### src/rtl/modadd_arb.sv
// Round-robin arbiter feeding one shared modular adder (A+B) mod MOD, 1-cycle latency.
// Optional lock feature enabled by defining MODADD_ARB_LOCK_EN.
module modadd_arb #(
   parameter int                MWIDTH = 39,
   parameter logic [MWIDTH-1:0] MOD    = 39'h40_0080_0001,
   parameter int                NREQ   = 4,
   parameter int                IDW    = 2
) (
   input  logic                     clk,
   input  logic                     rst_n,
   input  logic                     i_hold,
   input  logic [NREQ-1:0]          i_req_vld,
   output logic [NREQ-1:0]          o_req_rdy,
   input  logic [NREQ*MWIDTH-1:0]   i_req_din_0,
   input  logic [NREQ*MWIDTH-1:0]   i_req_din_1,
`ifdef MODADD_ARB_LOCK_EN
   input  logic [NREQ-1:0]          i_req_lock,
`endif
   output logic [NREQ-1:0]          o_rsp_vld,
   output logic [IDW-1:0]           o_rsp_id,
   output logic [MWIDTH-1:0]        o_rsp_dout,
   output logic                     o_busy
);

   logic [IDW-1:0]    rr_ptr_r;
   logic [NREQ-1:0]   rsp_vld_r;
   logic [IDW-1:0]    rsp_id_r;
   logic [MWIDTH-1:0] rsp_dout_r;

   logic [NREQ-1:0]   gnt_s;
   logic [IDW-1:0]    gnt_idx_s;
   logic              gnt_any_s;
   logic [MWIDTH-1:0] opa_s;
   logic [MWIDTH-1:0] opb_s;
   logic [MWIDTH:0]   sum_s;
   logic [MWIDTH-1:0] res_s;

`ifdef MODADD_ARB_LOCK_EN
   logic              lock_vld_r;
   logic [IDW-1:0]    lock_own_r;
`endif

   // Index base+off wrapped into 0..NREQ-1 (off never exceeds NREQ-1).
   function automatic logic [IDW-1:0] wrap_idx(input logic [IDW-1:0] base, input int off);
      int sum_v;
      sum_v = int'(base) + off;
      if (sum_v >= NREQ) begin
         return IDW'(sum_v - NREQ);
      end else begin
         return IDW'(sum_v);
      end
   endfunction

   // Grant selection: hold blocks everything, a lock pins the owner, otherwise round-robin from rr_ptr.
   always_comb begin
      logic [IDW-1:0] idx_v;
      gnt_s     = '0;
      gnt_idx_s = '0;
      gnt_any_s = 1'b0;
      idx_v     = '0;
      if (i_hold) begin
         gnt_any_s = 1'b0;
      end
`ifdef MODADD_ARB_LOCK_EN
      else if (lock_vld_r) begin
         if (i_req_vld[lock_own_r]) begin
            gnt_s[lock_own_r] = 1'b1;
            gnt_idx_s         = lock_own_r;
            gnt_any_s         = 1'b1;
         end else begin
            gnt_any_s = 1'b0;
         end
      end
`endif
      else begin
         for (int i = 0; i < NREQ; i++) begin
            idx_v = wrap_idx(rr_ptr_r, i);
            if (!gnt_any_s && i_req_vld[idx_v]) begin
               gnt_s[idx_v] = 1'b1;
               gnt_idx_s    = idx_v;
               gnt_any_s    = 1'b1;
            end else begin
               gnt_any_s = gnt_any_s;
            end
         end
      end
   end

   // Shared modular adder on the granted operand pair; one conditional subtract suffices for in-range operands.
   always_comb begin
      opa_s = i_req_din_0[gnt_idx_s*MWIDTH +: MWIDTH];
      opb_s = i_req_din_1[gnt_idx_s*MWIDTH +: MWIDTH];
      sum_s = {1'b0, opa_s} + {1'b0, opb_s};
      if (sum_s >= {1'b0, MOD}) begin
         res_s = MWIDTH'(sum_s - {1'b0, MOD});
      end else begin
         res_s = sum_s[MWIDTH-1:0];
      end
   end

   // Response register, round-robin pointer and lock state.
   always_ff @(posedge clk or negedge rst_n) begin
      if (!rst_n) begin
         rr_ptr_r   <= '0;
         rsp_vld_r  <= '0;
         rsp_id_r   <= '0;
         rsp_dout_r <= '0;
`ifdef MODADD_ARB_LOCK_EN
         lock_vld_r <= 1'b0;
         lock_own_r <= '0;
`endif
      end else begin
         rsp_vld_r <= gnt_s;
         if (gnt_any_s) begin
            rsp_id_r   <= gnt_idx_s;
            rsp_dout_r <= res_s;
            rr_ptr_r   <= wrap_idx(gnt_idx_s, 1);
         end else begin
            rsp_id_r   <= '0;
            rsp_dout_r <= '0;
         end
`ifdef MODADD_ARB_LOCK_EN
         if (lock_vld_r) begin
            if (gnt_any_s && !i_req_lock[lock_own_r]) begin
               lock_vld_r <= 1'b0;
            end else if (!i_hold && !i_req_vld[lock_own_r]) begin
               lock_vld_r <= 1'b0;
               rr_ptr_r   <= wrap_idx(lock_own_r, 1);
            end
         end else if (gnt_any_s && i_req_lock[gnt_idx_s]) begin
            lock_vld_r <= 1'b1;
            lock_own_r <= gnt_idx_s;
         end
`endif
      end
   end

   assign o_req_rdy  = gnt_s;
   assign o_rsp_vld  = rsp_vld_r;
   assign o_rsp_id   = rsp_id_r;
   assign o_rsp_dout = rsp_dout_r;
   assign o_busy     = (|i_req_vld) | (|rsp_vld_r);

endmodule

### config.mk
export PLATFORM = sky130hd
export DESIGN_NAME = modadd_arb
export DESIGN_NICKNAME = d
export VERILOG_FILES = /design/src/rtl/modadd_arb.sv
export SDC_FILE = /design/constraint.sdc
export NUM_CORES = 1
export LEC_CHECK = 0
export BUFFER_PORTS_ARGS = -buffer_cell sky130_fd_sc_hd__clkbuf_2
export CAP_MARGIN = 20
export CELL_PAD_IN_SITES_DETAIL_PLACEMENT = 0
export CELL_PAD_IN_SITES_GLOBAL_PLACEMENT = 1
export CORE_ASPECT_RATIO = 1.2
export CORE_MARGIN = 3
export CORE_UTILIZATION = 37
export CTS_CLUSTER_SIZE = 28
export DETAILED_ROUTE_END_ITERATION = 7
export PLACE_DENSITY = 0.94
export SYNTH_ARGS = -nofsm -noshare
export SYNTH_HDL_FRONTEND = slang
export SYNTH_SLANG_ARGS = --single-unit
### constraint.sdc
create_clock -name clk -period 13.7 [get_ports clk]
set_clock_uncertainty 0.1 [all_clocks]
set_input_delay 2.055 -clock clk [delete_from_list [all_inputs] [get_ports clk]]
set_output_delay 2.055 -clock clk [all_outputs]
set_load 0.01 [all_outputs]
# Word level (Yosys, flattened, before mapping)
# Cells that the tools add are included.
dict set report totals {
  reg_bits 47
}
dict set report op_classes {
  addsub 11
  multipliers 1
  order_cmp 14
  shift 2
  muxes 49
  bitwise 4
  reduce_logical 12
}
# operator count
set ops {}
lappend ops {{indexed part select 156 x 9 -> 39 bit} 2}
lappend ops {{two-way mux 39 bit} 2}
lappend ops {{adder 39 x 39 -> 40 bit} 1}
lappend ops {{>= comparator 40 x 39 -> 1 bit (second input constant)} 1}
lappend ops {{subtractor 39 bit (second input constant)} 1}
lappend ops {{two-way mux 4 bit} 8}
lappend ops {{two-way mux 2 bit} 15}
lappend ops {{two-way mux 1 bit} 16}
lappend ops {{>= comparator 3 bit (second input constant)} 4}
lappend ops {{less-than comparator 2 x 3 -> 1 bit (second input constant)} 4}
lappend ops {{bitwise OR 4 bit} 3}
lappend ops {{subtractor 2 x 1 -> 2 bit (second input constant)} 5}
lappend ops {{binary-select mux 1 bit (select 2 bit)} 4}
lappend ops {{demux 1 bit (select 2 bit)} 4}
lappend ops {{>= comparator 2 x 1 -> 1 bit (second input constant)} 4}
lappend ops {{multiplier 2 x 6 -> 8 bit (second input constant)} 1}
lappend ops {{OR reduction 4 bit} 2}
lappend ops {{logical AND 1 bit} 7}
lappend ops {{adder 2 x 1 -> 3 bit (second input constant)} 2}
lappend ops {{adder 2 x 2 -> 3 bit (second input constant)} 2}
lappend ops {{>= comparator 2 x 3 -> 1 bit (second input constant)} 1}
lappend ops {{zero test 1 bit} 3}
lappend ops {{bitwise OR 1 bit} 1}

# Longest topological paths before layout
dict set report logic_depth {
  depth_word 25
  ltp_mapped 27
  mapped_depth_nobuf 23
}

# Worst setup path before layout
# Ideal clock, no wire load.
dict set report synth_timing {
  path_kind {input port to flip-flop}
  from {input i_req_vld[2]}
  to {register rsp_dout_r[36] (netlist: o_rsp_dout[36])}
  setup_time_ns 0.067
  arrival_ns 8.445
  required_ns 13.533
  setup_slack_ns 5.087
  cell_stages 22
  path_buffers 2
  cell_sequence {clkbuf_1 mux2i_1 a21oi_1 a221oi_1 o221ai_1 nand2_1 inv_2 buf_1 mux4_2 ha_1 fa_1 a21o_1 a221oi_4 xnor2_1 a2111o_1 or3_4 or3_4 nor4_4 a21oi_2 or2_4 or4b_1 nand2_1}
}
dict set report synth_via {
  elab_chain_len 22
}
# element line_no
set synth_rtl {}
lappend synth_rtl {{from (decl)} 12} ;# input logic [NREQ-1:0] i_req_vld,
lappend synth_rtl {{binary-select mux 1 bit (select 2 bit)} 78} ;# if (!gnt_any_s && i_req_vld[idx_v]) begin
lappend synth_rtl {{two-way mux 1 bit (not written as such)} 78}
lappend synth_rtl {{two-way mux 1 bit} 78}
lappend synth_rtl {{two-way mux 1 bit} 61} ;# if (i_hold) begin
lappend synth_rtl {{zero test 1 bit} 78}
lappend synth_rtl {{logical AND 1 bit} 78}
lappend synth_rtl {{two-way mux 1 bit} 78}
lappend synth_rtl {{two-way mux 1 bit} 61}
lappend synth_rtl {{(+6 left out)} --}
lappend synth_rtl {{two-way mux 2 bit} 78}
lappend synth_rtl {{two-way mux 2 bit} 61}
lappend synth_rtl {{multiplier 2 x 6 -> 8 bit} {91, 92}}
lappend synth_rtl {{indexed part select 156 x 9 -> 39 bit (on tied branches)} {91, 92}}
lappend synth_rtl {{adder 39 x 39 -> 40 bit} 93} ;# sum_s = {1'b0, opa_s} + {1'b0, opb_s};
lappend synth_rtl {{subtractor 39 bit or >= comparator 40 x 39 -> 1 bit (tied branches)} {95, 94}}
lappend synth_rtl {{two-way mux 39 bit} 94} ;# if (sum_s >= {1'b0, MOD}) begin
lappend synth_rtl {{two-way mux 39 bit *} 114} ;# if (gnt_any_s) begin
lappend synth_rtl {{to (signal assigned)} 116} ;# rsp_dout_r <= res_s;
lappend synth_rtl {{to (decl)} 28} ;# logic [MWIDTH-1:0] rsp_dout_r;
# Every way passes the cells marked *; elsewhere a longest branch is shown, timed or not. The select of a mux whose other input is x is not followed.
# A chain may end at the register's enable or synchronous reset.

# Worst setup path after layout
dict set report layout_timing {
  from {input i_req_vld[0]}
  to {register rsp_dout_r[12] (netlist: o_rsp_dout[12])}
}
# The elaborated chain is that of the path after synthesis.

==> results.txt <==
Run status: finished clean
R2R Setup Slk: 4.85 ns
Wire length per cell after detailed routing: 20.1 µm
Number of buffers inserted for hold repair after clock tree synthesis: 0
Setup TNS: 0 ns
Met1 WL: 11500 µm
Cell area reported after detailed placement: 0.00946 mm²
Type of the worst min-delay path: reg -> reg
Finished layout cell area: 0.00961 mm²
Post-synthesis register bit count: 47
Number of antenna violations at the first check in global routing: 2
Number of placement rows: 56
Combined area of all synthesized cells: 0.00746 mm²
Post-detailed-placement half-perimeter wirelength: 24300 µm
Largest net degree at the start of global routing: 63
Final standard cell count with taps included and fillers excluded: 1416
Type of element launching the critical path: primary input
Fin worst setup slack: 4.19 ns
Setup repair after global routing missed its margin: false
Share of the synthesized area in the top cell type: 23.6%
I/O pins: 369
Number of flops mapped to enable cells by yosys: 0
Cell seen most often among critical-path stages: nand2_1
Distinct cell type count of the synthesized netlist: 84
Gate Count Post-Synth: 823
Area growth from synthesis to layout: 28.8%
Final period utilization: 69.4%
Resize count post-CTS: 0
Global router's overall resource usage: 24.9%
Worst hold slack across all endpoints: 0.727 ns
Capture point of the worst reg-to-reg path: o_rsp_dout[12]$_DFF_PN0_
Ranking of synthesized cells by area: mux4_2 24%, dfrtp_1 16%, ha_1 8.2%, a21oi_1 5.2%, nand2_1 3.4%
CP top delay family: compound AO/OA/AOI/OAI gates
Number of global-route vias before repair: 8336
Worst path depth: 25
Worst max-slew margin expressed relative to the limit: 36.7%
Highest routing layer actually used: met5
Worst Path Class, Setup: in -> reg
Wire length of the first global-routing pass: 43800 µm
Beginning of the worst register-to-register path: rr_ptr_r[0]$_DFFE_PN0P_
Initial cell density of the core: 37.9%
Setup-failing EPs final: 0
Data required time at the worst endpoint: 13.79 ns
Via count: 8438
Number of detailed-routing iterations run before antenna repair: 7
Maximum single-stage delay on the critical path: 0.67 ns
Transition time of the tightest slew-check pin: 0.949 ns
Fin nets: 1521
CTS root buffer: clkbuf_16
Nets in the synthesized netlist: 1192
Max-slew violations: 0
Cell taking the most area after synthesis: mux4_2
Reported leakage power: 4.36 nW
Die footprint: 0.0219 mm²
Power density cells: 309 mW/mm²
Max VDD drop: 0.146 mV
Ratio of cells with drive above 1 in the final layout: 42.5%
End of the critical path: o_rsp_dout[12]$_DFF_PN0_
Met3 WL post-DR: 2300 µm
YS warnings: 0
Final wirelength: 28500 µm
CTS tree: done
Pre-CTS setup slack: 3.83 ns
Horizontal extent of the die: 136 µm
Most instantiated cells after synthesis: 78 x a21oi_1, 78 x mux4_2, 68 x nand2_1
Die span in y: 162 µm
Core box area: 0.0197 mm²
Number of nets with antenna violations after detailed routing: 0
Routed vias/inst: 5.96
Number of design-rule violations left by the first detailed-router iteration: 710
Length in cells of the worst reg-to-reg path: 24
Global-route congestion overflow total: 0
Post-CTS Setup Inserts: 0
Maximum buffer depth of the clock tree: 2
Maximum fanout count along the critical path: 46
Crit path max-delay cell type: buf_4
Max-cap check violation count: 0
Async set-reset flop share out of synthesis: 100%
Number of buffers created by CTS: 5
Number of DRC violations after detailed routing: 0
Endpoint type of the worst setup path: flop
Post-synthesis average cell area: 9.06 µm²
Sequential element share of the synthesized area: 15.8%
GPL Wtd Cong: 0.944
Met2 Routed Length: 14100 µm
Worst skew pair latency: 0.28 ns
Max H-tree Level: 2
Total of buffers placed on input and output ports: 368
Top flip-flop cell by instance count after synthesis: dfrtp_1
CTS clock-pin slew for the worst setup and hold paths: 0.06 ns
Min cycle time layout: 9.51 ns
Hold Fails Final Rpt: 0
Number of cells in the design after placement: 1406
Final standard cell utilization of the core: 48.8%
Critical Path AT: 9.60 ns
Critical path buffer and inverter count: 4
Max Clk Rate: 105 MHz
Tot Pwr: 2.97 mW
Number of clock sinks: 47
Critical path startpoint: i_req_vld[0]
worst register-to-register path, stage by stage (launching register included):
cell and delay [ns]:
dfrtp_1 0.68, inv_1 0.29, ha_1 0.48, nor2_1 0.08, a21oi_1 0.39, a221oi_1 0.16
o221ai_1 0.31, nand2_2 0.07, buf_4 0.35, inv_2 0.13, buf_4 0.67, mux4_2 0.68
ha_1 0.24, fa_1 0.40, a21o_1 0.25, a221o_2 0.41, a32oi_2 0.27, nand2_1 0.11
xnor2_1 0.30, or4b_1 0.56, nor4_1 0.41, o211ai_1 0.22, o31a_1 0.65, a311o_1 0.48
o21ai_0 0.09
cells by family (layout without fill, tap and decap cells):
| group | Yosys count | after routing | share of synthesized area, % |
|---|---|---|---|
| buf+inv | 68 | 398 | 3.72 |
| other cells | 0 | 2 | 0 |
| simple gates | 286 | 286 | 20.4 |
| compound gates | 263 | 263 | 24.3 |
| xor+xnor | 26 | 26 | 3.05 |
| mux | 83 | 83 | 24.2 |
| flops | 47 | 47 | 15.8 |
| fa+ha+maj | 50 | 50 | 8.49 |
routing by layer:
| metal | GRT usage [%] | vias up |
|---|---|---|
| met4 | 5.45 | 4 |
| met1 | 33.0 | 4064 |
| met3 | 4.02 | 39 |
| met2 | 42.8 | 355 |
| li1 | - | 3976 |
| met5 | 0 | - |
worst min path at each step:
stage	startpoint	end	depth (start not counted)	slack, ns
after floorplan	rr_ptr_r[0]$_DFFE_PN0P_	rr_ptr_r[0]$_DFFE_PN0P_	3	0.71
after global placement	rr_ptr_r[0]$_DFFE_PN0P_	rr_ptr_r[0]$_DFFE_PN0P_	2	0.72
after detailed placement	rr_ptr_r[0]$_DFFE_PN0P_	rr_ptr_r[0]$_DFFE_PN0P_	2	0.71
after CTS	rr_ptr_r[0]$_DFFE_PN0P_	rr_ptr_r[0]$_DFFE_PN0P_	2	0.73
after global routing	rr_ptr_r[0]$_DFFE_PN0P_	rr_ptr_r[0]$_DFFE_PN0P_	2	0.80
final	rr_ptr_r[0]$_DFFE_PN0P_	rr_ptr_r[0]$_DFFE_PN0P_	2	0.73
cell type report:
cell class	count	area, µm²
clock inverter	2	12.5
multi-input combinational	708	6010
clock buffer	6	129
inverter	17	63.8
antenna	2	5.00
fill	1942	10100
timing repair buffer	373	1880
sequential	47	1180
tap	261	327
registers in the layout, summed over array words and instances (netlist names):
| register | flops |
|---|---|
| o_rsp_dout | 39 |
| o_rsp_id | 2 |
| o_rsp_vld | 4 |
| rr_ptr_r | 2 |
where the power goes:
part / internal (mW) / total [mW] / switching (mW) / leakage, nW
sequential: 0.198 / 0.225 / 0.0271 / 0.609
clock: 0.0674 / 0.118 / 0.0507 / 0.0669
combinational: 1.01 / 2.63 / 1.62 / 3.68
layout by cell type, fill, tap and decap left out, types with 7 or more instances in the layout:
cell      count
a211oi_1      8
a21o_1       18
a21oi_1      78
a31o_2        7
a31oi_1       7
and2_1        9
and3_1       12
and4_1        7
clkbuf_2    368
dfrtp_1      47
ha_1         49
inv_1        16
mux4_2       78
nand2_1      67
nand3_1      19
nand4_1      19
nor2_1       60
nor3_1       23
o211ai_1     10
o21a_1       11
o21ai_0      42
o31ai_1      13
or3_1        24
or4_1        10
xnor2_1      18
xor2_1        8
Power figures use the tool's default switching activity.
